## src/rtl/bcd_div_stream.sv

```systemverilog
// Streaming BCD divisibility checker: folds MSD-first BCD digits into a running
// remainder modulo DIVISOR and reports remainder, divisibility and BCD error once per operand.
module bcd_div_stream #(
    parameter int DIGITS  = 4,
    parameter int DIVISOR = 3
) (
    input  logic       clk,
    input  logic       rst_n,
    input  logic       start,
    input  logic       digit_valid,
    input  logic [3:0] digit,
    output logic       digit_ready,
    output logic       busy,
    output logic       done,
    output logic       divisible,
    output logic [3:0] remainder,
    output logic       bcd_err
);

    // state  | meaning
    // IDLE   | waiting for start, results held
    // ACCUM  | accepting digits, remainder accumulating
    // REPORT | one-cycle done pulse, then back to IDLE

    localparam int CNT_W = $clog2(DIGITS + 1);

    typedef enum logic [1:0] {
        IDLE   = 2'd0,
        ACCUM  = 2'd1,
        REPORT = 2'd2
    } state_t;

    state_t           state;
    state_t           state_next;
    logic [CNT_W-1:0] count;
    logic [3:0]       rem_acc;
    logic             err;

    logic             start_acc;
    logic             accept;
    logic             last_accept;
    logic [7:0]       rem_sum;
    logic [3:0]       rem_mod;
    logic [3:0]       rem_new;
    logic             err_new;

    logic             digit_ready_nxt;
    logic             busy_nxt;
    logic             done_nxt;

    assign start_acc   = start && ((state == IDLE) || (state == ACCUM));
    assign accept      = (state == ACCUM) && digit_valid && !start;
    assign last_accept = accept && (count == CNT_W'(DIGITS - 1));

    // Worst case 14*10+9 = 149, so 8 bits hold the sum before reduction.
    assign rem_sum = ({4'd0, rem_acc} * 8'd10) + {4'd0, digit};
    assign rem_mod = 4'(rem_sum % 8'(DIVISOR));

    always_comb begin
        rem_new = rem_acc;
        err_new = err;
        if (digit > 4'd9) begin
            err_new = 1'b1;
        end else begin
            rem_new = rem_mod;
        end
    end

    always_ff @(posedge clk or negedge rst_n) begin
        if (!rst_n) begin
            state <= IDLE;
        end else begin
            state <= state_next;
        end
    end

    always_comb begin
        state_next = state;
        case (state)
            IDLE:    if (start) state_next = ACCUM;
            ACCUM:   if (last_accept) state_next = REPORT;
            REPORT:  state_next = IDLE;
            default: state_next = IDLE;
        endcase
    end

    // Decoded from next state so the flag registers line up with the state register.
    always_comb begin
        digit_ready_nxt = 1'b0;
        busy_nxt        = 1'b0;
        done_nxt        = 1'b0;
        case (state_next)
            ACCUM: begin
                digit_ready_nxt = 1'b1;
                busy_nxt        = 1'b1;
            end
            REPORT: begin
                busy_nxt = 1'b1;
                done_nxt = 1'b1;
            end
            default: ;
        endcase
    end

    always_ff @(posedge clk or negedge rst_n) begin
        if (!rst_n) begin
            digit_ready <= 1'b0;
            busy        <= 1'b0;
            done        <= 1'b0;
        end else begin
            digit_ready <= digit_ready_nxt;
            busy        <= busy_nxt;
            done        <= done_nxt;
        end
    end

    always_ff @(posedge clk or negedge rst_n) begin
        if (!rst_n) begin
            count   <= '0;
            rem_acc <= 4'd0;
            err     <= 1'b0;
        end else if (start_acc) begin
            count   <= '0;
            rem_acc <= 4'd0;
            err     <= 1'b0;
        end else if (accept) begin
            count   <= count + 1'b1;
            rem_acc <= rem_new;
            err     <= err_new;
        end
    end

    // Results load with the final digit so they are valid alongside done.
    always_ff @(posedge clk or negedge rst_n) begin
        if (!rst_n) begin
            divisible <= 1'b0;
            remainder <= 4'd0;
            bcd_err   <= 1'b0;
        end else if (start_acc) begin
            divisible <= 1'b0;
            remainder <= 4'd0;
            bcd_err   <= 1'b0;
        end else if (last_accept) begin
            divisible <= (rem_new == 4'd0) && !err_new;
            remainder <= rem_new;
            bcd_err   <= err_new;
        end
    end

endmodule

```

## config.mk

```make
export PLATFORM = sky130hd
export DESIGN_NAME = bcd_div_stream
export DESIGN_NICKNAME = d
export VERILOG_FILES = /design/src/rtl/bcd_div_stream.sv
export SDC_FILE = /design/constraint.sdc
export NUM_CORES = 1
export LEC_CHECK = 0
export BUFFER_PORTS_ARGS = -buffer_cell sky130_fd_sc_hd__buf_2
export CORE_UTILIZATION = 45
export DETAILED_ROUTE_END_ITERATION = 10
export PLACE_DENSITY = 0.62
export SYNTH_ARGS = -nofsm -noshare
export SYNTH_HDL_FRONTEND = slang
export SYNTH_SLANG_ARGS = --single-unit
```

## constraint.sdc

```tcl
create_clock -name clk -period 6.8 [get_ports clk]
set_clock_uncertainty 0.05 [all_clocks]
set_input_delay 0.68 -clock clk [delete_from_list [all_inputs] [get_ports clk]]
set_output_delay 0.68 -clock clk [all_outputs]
set_load 0.02 [all_outputs]
```

==> results.ini, run 1 <==
[placed_design]
place_ws_ps=512
post-dp-hpwl_um=4100
io_buffer_count=16
place_congestion=0.910

[synth]
yosys-top-cells-count=19 x dfrtp_1, 16 x o21ai_0, 15 x a21oi_1
synth_area_sq_um=2150
synthTopCellsByArea=dfrtp_1 22%, ha_1 7.6%, o21ai_0 3.7%
avgSynthCellArea_sq_um=8.50
synthCells=253
yosysWarnings=0
synth_nets=276
synth_top_area_cell=dfrtp_1
ys_ff_latch=19
async_reset_ff_share_pct=100
synthFlopType=dfrtp_1
synth.top_cell.area_share_pct=22.1
synth_edf_count=0
yosysSeqAreaShare_pct=22.1
post_synth_num_cell_types=68
yosysMostFrequentCell=dfrtp_1

[die]
die_y_um=71.1
io-pin-count=17
initial_core_util_pct=48.0
die-area_sq_um=5060
dieWidth_um=71.1
num_rows=24
core_sq_um=4470

[critical_path]
cpPeakStageDelay_ps=670
r2r-start=rem_acc[3]
cp.arrival_ps=6470
crit_path_end_kind=flip-flop
worst-path-max-fanout=13
critPathSlowestCell=fa_2
required_ps=6900
crit_buf_inv=3
worstSetupStartpointType=flip-flop
critPathMostFrequentCell=ha_1
worstPathCellList=ha_1, ha_1, inv_1, fa_2, nand2b_1, mux2i_1, a32oi_1, nand3_2, a221oi_4, o31a_1, nand2_1, ha_1, inv_1, o211ai_1, or3_1, o21a_1, inv_1, ha_1, nand2b_1, a2111oi_2, a2111oi_0, a211oi_1, o221a_2
cp_top_family=compound AO/OA/AOI/OAI gates
crit_path_start=rem_acc[3]
setup.worst_path.class=reg2reg

[clock_network]
cts.hold.buffers_added=0
cts-root-buf=clkbuf_8
cts.path.max_buffers=2
htreeDepth=1
clkSlewWorstSetupHoldPaths_ps=70
cts_tree=done
numCtsBuffers=3
clock_latency_ps=260
cts.sinks=19

[routing]
wire_per_inst_um=17.1
drt-pass1-iter-count=4
drt_iter0_drc=205
ant_nets=0
post_drt_via_cell_ratio=6.45
wl_um=5380
post-route-drc-count=0
dr_total_vias=2031

[grt]
grt_pass1_wl_um=9380
track_usage_pct=22.9
overflow=0
grt_max_degree=20
grt_pass1_vias=1850
antenna_found_initial=0

[sta]
finalWorstSetupSlack_ps=427
finalHoldViolations=0
setup_viol=0
max_clock_freq_ghz=0.157
fin_tns_setup_ps=0
drv_slew=0
layout_min_cycle_time_ps=6370
tightestPinTransition_ps=727
rsz0062_at_grt=no
slew_headroom_pct=50.3
post-route-period-util_pct=93.7

[job]
maxCapViolCount=0

[worst_hold_path]
hp-class=in2async

[layout]
multiInputGateArea_sq_um=1560
area_growth_pct=7.22
finish.utilization_pct=51.5
drive_above_1_share_pct=16.3
nets=287
final.fill_count=420
diodes=0
regArea_sq_um=475

[outcome]
status=finished clean

## what timing repair did
item | 4_1_cts | 5_1_grt
buffers inserted | 0 | 0
setup endpoints to repair | 0 | 1
resized for setup | 0 | 2
## cell type report
| class | count | area share [%] |
|---|---|---|
| tap | 52 | 2.82 |
| clock buffer | 4 | 1.95 |
| sequential | 19 | 20.6 |
| multi-input combinational | 207 | 67.9 |
| timing repair buffer | 19 | 4.45 |
| inverter | 14 | 2.28 |
## final timing paths
| kind | slack, ps | endpoint | depth (start not counted) |
|---|---|---|---|
| worst min-delay path | 290 | done | 1 |
| min in group clk | 450 | err | 1 |
| worst min register to register | 450 | err | 1 |
| worst max register to register | 430 | remainder[1] | 23 |
| worst max-delay path | 430 | remainder[1] | 23 |
| max in group asynchronous | 6110 | count[1] | 1 |
## metal layers
metal / track usage (%) / wire length, um
met4: 4.44 / 46
met5: 0 / 0
met1: 34.5 / 2630
met3: 2.56 / 290
met2: 35.6 / 2410
## layout by cell type, fill, tap and decap left out, types with 4 or more instances in the layout
master	Yosys	layout
a211oi_1	4	4
a21o_1	6	6
a21oi_1	15	15
a31oi_1	4	4
and2_1	6	6
buf_2	4	16
dfrtp_1	19	19
ha_1	13	13
inv_1	13	13
nand2_1	14	14
nand2b_1	10	10
nand3_1	8	8
nand4_1	9	9
nor2_1	13	13
nor3_1	5	5
o21a_1	8	8
o21ai_0	16	16
o31ai_1	5	5
xnor2_1	6	6
## kinds of logic (layout without fill, tap and decap cells)
kind of cell	Yosys count	after routing	synth area share, %
DFF	19	19	22.1
muxes	4	4	2.15
adders and majority gates	15	15	9.43
AOI/OAI and AO/OA	101	101	36.6
buffers and inverters	27	37	5.47
xor gates and xnor gates	8	8	3.90
and+or+nand+nor	79	79	20.3
## per-stage QoR
step / hold WS (ps) / instance area, sq um / std cells
after floorplan: 334 / 2150 / 253
after global placement: 428 / 2250 / 311
after detailed placement: 432 / 2250 / 311
after CTS: 308 / 2300 / 315
after global routing: 328 / 2300 / 315
final: 294 / 2300 / 315
## registers in the layout (all words and copies together), names as in the netlist
name and flops:
digit_ready 1, err 1, bcd_err 1, count 3
remainder 4, busy 1, state 2, done 1
rem_acc 4, divisible 1
Power of run 1 is left out: the tool's default activity adds up to more than one toggle a clock period on the data nets, which glitch-free logic cannot reach.
==> inputs of run 2 (changes only) <==
--- a/config.mk
+++ b/config.mk
@@ -5,10 +5,12 @@
 export SDC_FILE = /design/constraint.sdc
 export NUM_CORES = 1
 export LEC_CHECK = 0
+export ABC_AREA = 1
 export BUFFER_PORTS_ARGS = -buffer_cell sky130_fd_sc_hd__buf_2
 export CORE_UTILIZATION = 45
 export DETAILED_ROUTE_END_ITERATION = 10
-export PLACE_DENSITY = 0.62
+export PLACE_DENSITY = 0.63
+export SKIP_LAST_GASP = 1
 export SYNTH_ARGS = -nofsm -noshare
 export SYNTH_HDL_FRONTEND = slang
 export SYNTH_SLANG_ARGS = --single-unit
==> results.ini, run 2 <==
[outcome]
status=finished clean  ; unchanged

[clock_network]
cts.path.max_buffers=2  ; unchanged
cts-root-buf=clkbuf_4  ; was clkbuf_8
cts_resized=0  ; unchanged
cts_tree=done  ; unchanged
clkSlewWorstSetupHoldPaths_ps=110  ; was 70 ps
cts.sinks=19  ; unchanged
cts.hold.buffers_added=0  ; unchanged
htreeDepth=1  ; unchanged
numCtsBuffers=3  ; unchanged
clock_latency_ps=290  ; was 260 ps
cts_setup_buffers=0  ; unchanged

[routing]
dr_total_vias=1401  ; was 2031
drt_iter0_drc=85  ; was 205
wl_um=2970  ; was 5380 um
wire_per_inst_um=10.1  ; was 17.1 um
ant_nets=0  ; unchanged
post_drt_via_cell_ratio=4.75  ; was 6.45
post-route-drc-count=0  ; unchanged
drt-pass1-iter-count=4  ; unchanged

[synth]
post_synth_num_cell_types=25  ; was 68
synthTopCellsByArea=dfrtp_1 29%, nand2_1 17%, ha_1 10%  ; was dfrtp_1 22%, ha_1 7.6%, o21ai_0 3.7%
synthFlopType=dfrtp_1  ; unchanged
synthCells=229  ; was 253
avgSynthCellArea_sq_um=7.05  ; was 8.50 sq um
yosys-top-cells-count=74 x nand2_1, 30 x inv_1, 29 x nand3_1  ; was 19 x dfrtp_1, 16 x o21ai_0, 15 x a21oi_1
yosysWarnings=0  ; unchanged
async_reset_ff_share_pct=100  ; unchanged
synth_area_sq_um=1610  ; was 2150 sq um
synth_top_area_cell=dfrtp_1  ; unchanged
yosysMostFrequentCell=nand2_1  ; was dfrtp_1
synth_edf_count=0  ; unchanged
yosysSeqAreaShare_pct=29.5  ; was 22.1%
synth.top_cell.area_share_pct=29.5  ; was 22.1%
synth_nets=252  ; was 276
ys_ff_latch=19  ; unchanged

[critical_path]
setup.worst_path.class=reg2reg  ; unchanged
crit_buf_inv=3  ; unchanged
crit_path_end_kind=flip-flop  ; unchanged
critPathMostFrequentCell=nand3_1  ; was ha_1
cp.arrival_ps=4590  ; was 6470 ps
critPathSlowestCell=dfrtp_1  ; was fa_2
worstSetupStartpointType=flip-flop  ; unchanged
cpPeakStageDelay_ps=470  ; was 670 ps
required_ps=6960  ; was 6900 ps
cp_top_family=simple AND/OR/NAND/NOR gates  ; was compound AO/OA/AOI/OAI gates
worst-path-max-fanout=6  ; was 13

[layout]
multiInputGateArea_sq_um=1000  ; was 1560 sq um
regArea_sq_um=475  ; unchanged
final_cell_mix=74 x nand2_1, 30 x inv_1, 29 x nand3_1  ; was 19 x dfrtp_1, 16 x o21ai_0, 16 x buf_2
area_growth_pct=10.2  ; was 7.22%
diodes=0  ; unchanged
final_common_cell=nand2_1  ; was dfrtp_1
final.fill_count=357  ; was 420
nets=273  ; was 287
top_regs=rem_acc: 4 flops, remainder: 4 flops, count: 3 flops  ; unchanged
drive_above_1_share_pct=19.7  ; was 16.3%

[sta]
fin_tns_setup_ps=0  ; unchanged
max_clock_freq_ghz=0.226  ; was 0.157 GHz
tightestPinTransition_ps=626  ; was 727 ps
rsz0062_at_grt=no  ; unchanged
finalHoldViolations=0  ; unchanged
drv_slew=0  ; unchanged
slew_headroom_pct=57.8  ; was 50.3%
hold-worst-slack_ps=255  ; was 294 ps
layout_min_cycle_time_ps=4430  ; was 6370 ps
setup_viol=0  ; unchanged
post-route-period-util_pct=65.1  ; was 93.7%

[die]
core_sq_um=3390  ; was 4470 sq um
die_y_um=61.9  ; was 71.1 um
num_rows=21  ; was 24
initial_core_util_pct=47.6  ; was 48.0%
die-area_sq_um=3830  ; was 5060 sq um
dieWidth_um=61.9  ; was 71.1 um
io-pin-count=17  ; unchanged

[grt]
grt_pass1_wl_um=5070  ; was 9380 um
grt_max_degree=20  ; unchanged
antenna_found_initial=0  ; unchanged
overflow=0  ; unchanged
grt_pass1_vias=1245  ; was 1850
track_usage_pct=17.2  ; was 22.9%

[placed_design]
post-dp-hpwl_um=2490  ; was 4100 um
io_buffer_count=16  ; unchanged
place_congestion=0.744  ; was 0.910

[pwr]
powerDensity_nw_per_um2=539
ir_drop_mv=0.187
p_leak_uw=0.00102

[worst_hold_path]
hp-class=in2async  ; unchanged

[job]
maxCapViolCount=0  ; unchanged

[run 2: worst reg2reg max path, delay by kind of cell (launching register included)]
kind                     cells  cell delay [ps]
AO/OA/AOI/OAI                2              310
AND/OR/NAND/NOR             19             1920
adder cells (fa/ha/maj)      5             1400
buffers and inverters        3              210
flip-flops                   1              470
[run 2: path summary, 6_finish.rpt]
| path | cells past startpoint | slack (ps) | to | start |
|---|---|---|---|---|
| min reg2reg | 2 | 440 | remainder[0] | remainder[0] |
| max in group asynchronous | 1 | 6140 | rem_acc[3] | rst_n |
| max | 29 | 2370 | rem_acc[3] | rem_acc[1] |
| min in group clk | 2 | 440 | remainder[0] | remainder[0] |
| max reg2reg | 29 | 2370 | rem_acc[3] | rem_acc[1] |
| min | 1 | 250 | remainder[1] | rst_n |
[run 2: logic make-up (layout without fill, tap and decap cells)]
family | count (synthesis) | in the layout | share of synthesized area (%)
xor+xnor | 2 | 2 | 1.09
simple gates | 141 | 141 | 42.5
flops | 19 | 19 | 29.5
fa+ha+maj | 15 | 15 | 12.6
compound gates | 15 | 15 | 5.81
buf+inv | 37 | 57 | 8.61
[run 2: cell type report]
type | instances | share of cell area [%]
clock buffer | 4 | 1.48
tap | 46 | 3.24
inverter | 37 | 7.81
timing repair buffer | 16 | 4.50
multi-input combinational | 173 | 56.2
sequential | 19 | 26.7
[run 2: per-stage QoR]
stage	std cells	cell area (sq um)	util [%]	worst slack (ps)	total power [uW]
after CTS	295	1780	52.5	2360	969
after detailed placement	291	1750	51.7	2380	910
final	295	1780	52.5	2370	958
after global placement	291	1750	51.7	2430	911
after global routing	295	1780	52.5	1930	1070
after floorplan	229	1610	-	2780	785
[run 2: report_power, final]
| group | switching (uW) | total (uW) | internal, uW |
|---|---|---|---|
| Combinational | 489 | 751 | 262 |
| Sequential | 15.7 | 152 | 137 |
| Clock | 31.9 | 54.7 | 22.8 |
| Total | 536 | 958 | 422 |
[run 2: per-layer routing]
metal	vias up	global-route usage [%]	wire length, um	share of wire (%)
met5	-	0	0	0
met4	0	2.86	8	0.27
met3	2	1.24	66	2.2
met2	14	30.6	1370	46
met1	615	23.4	1520	51
li1	770	-	-	-
(Power assumes the default switching activity.)
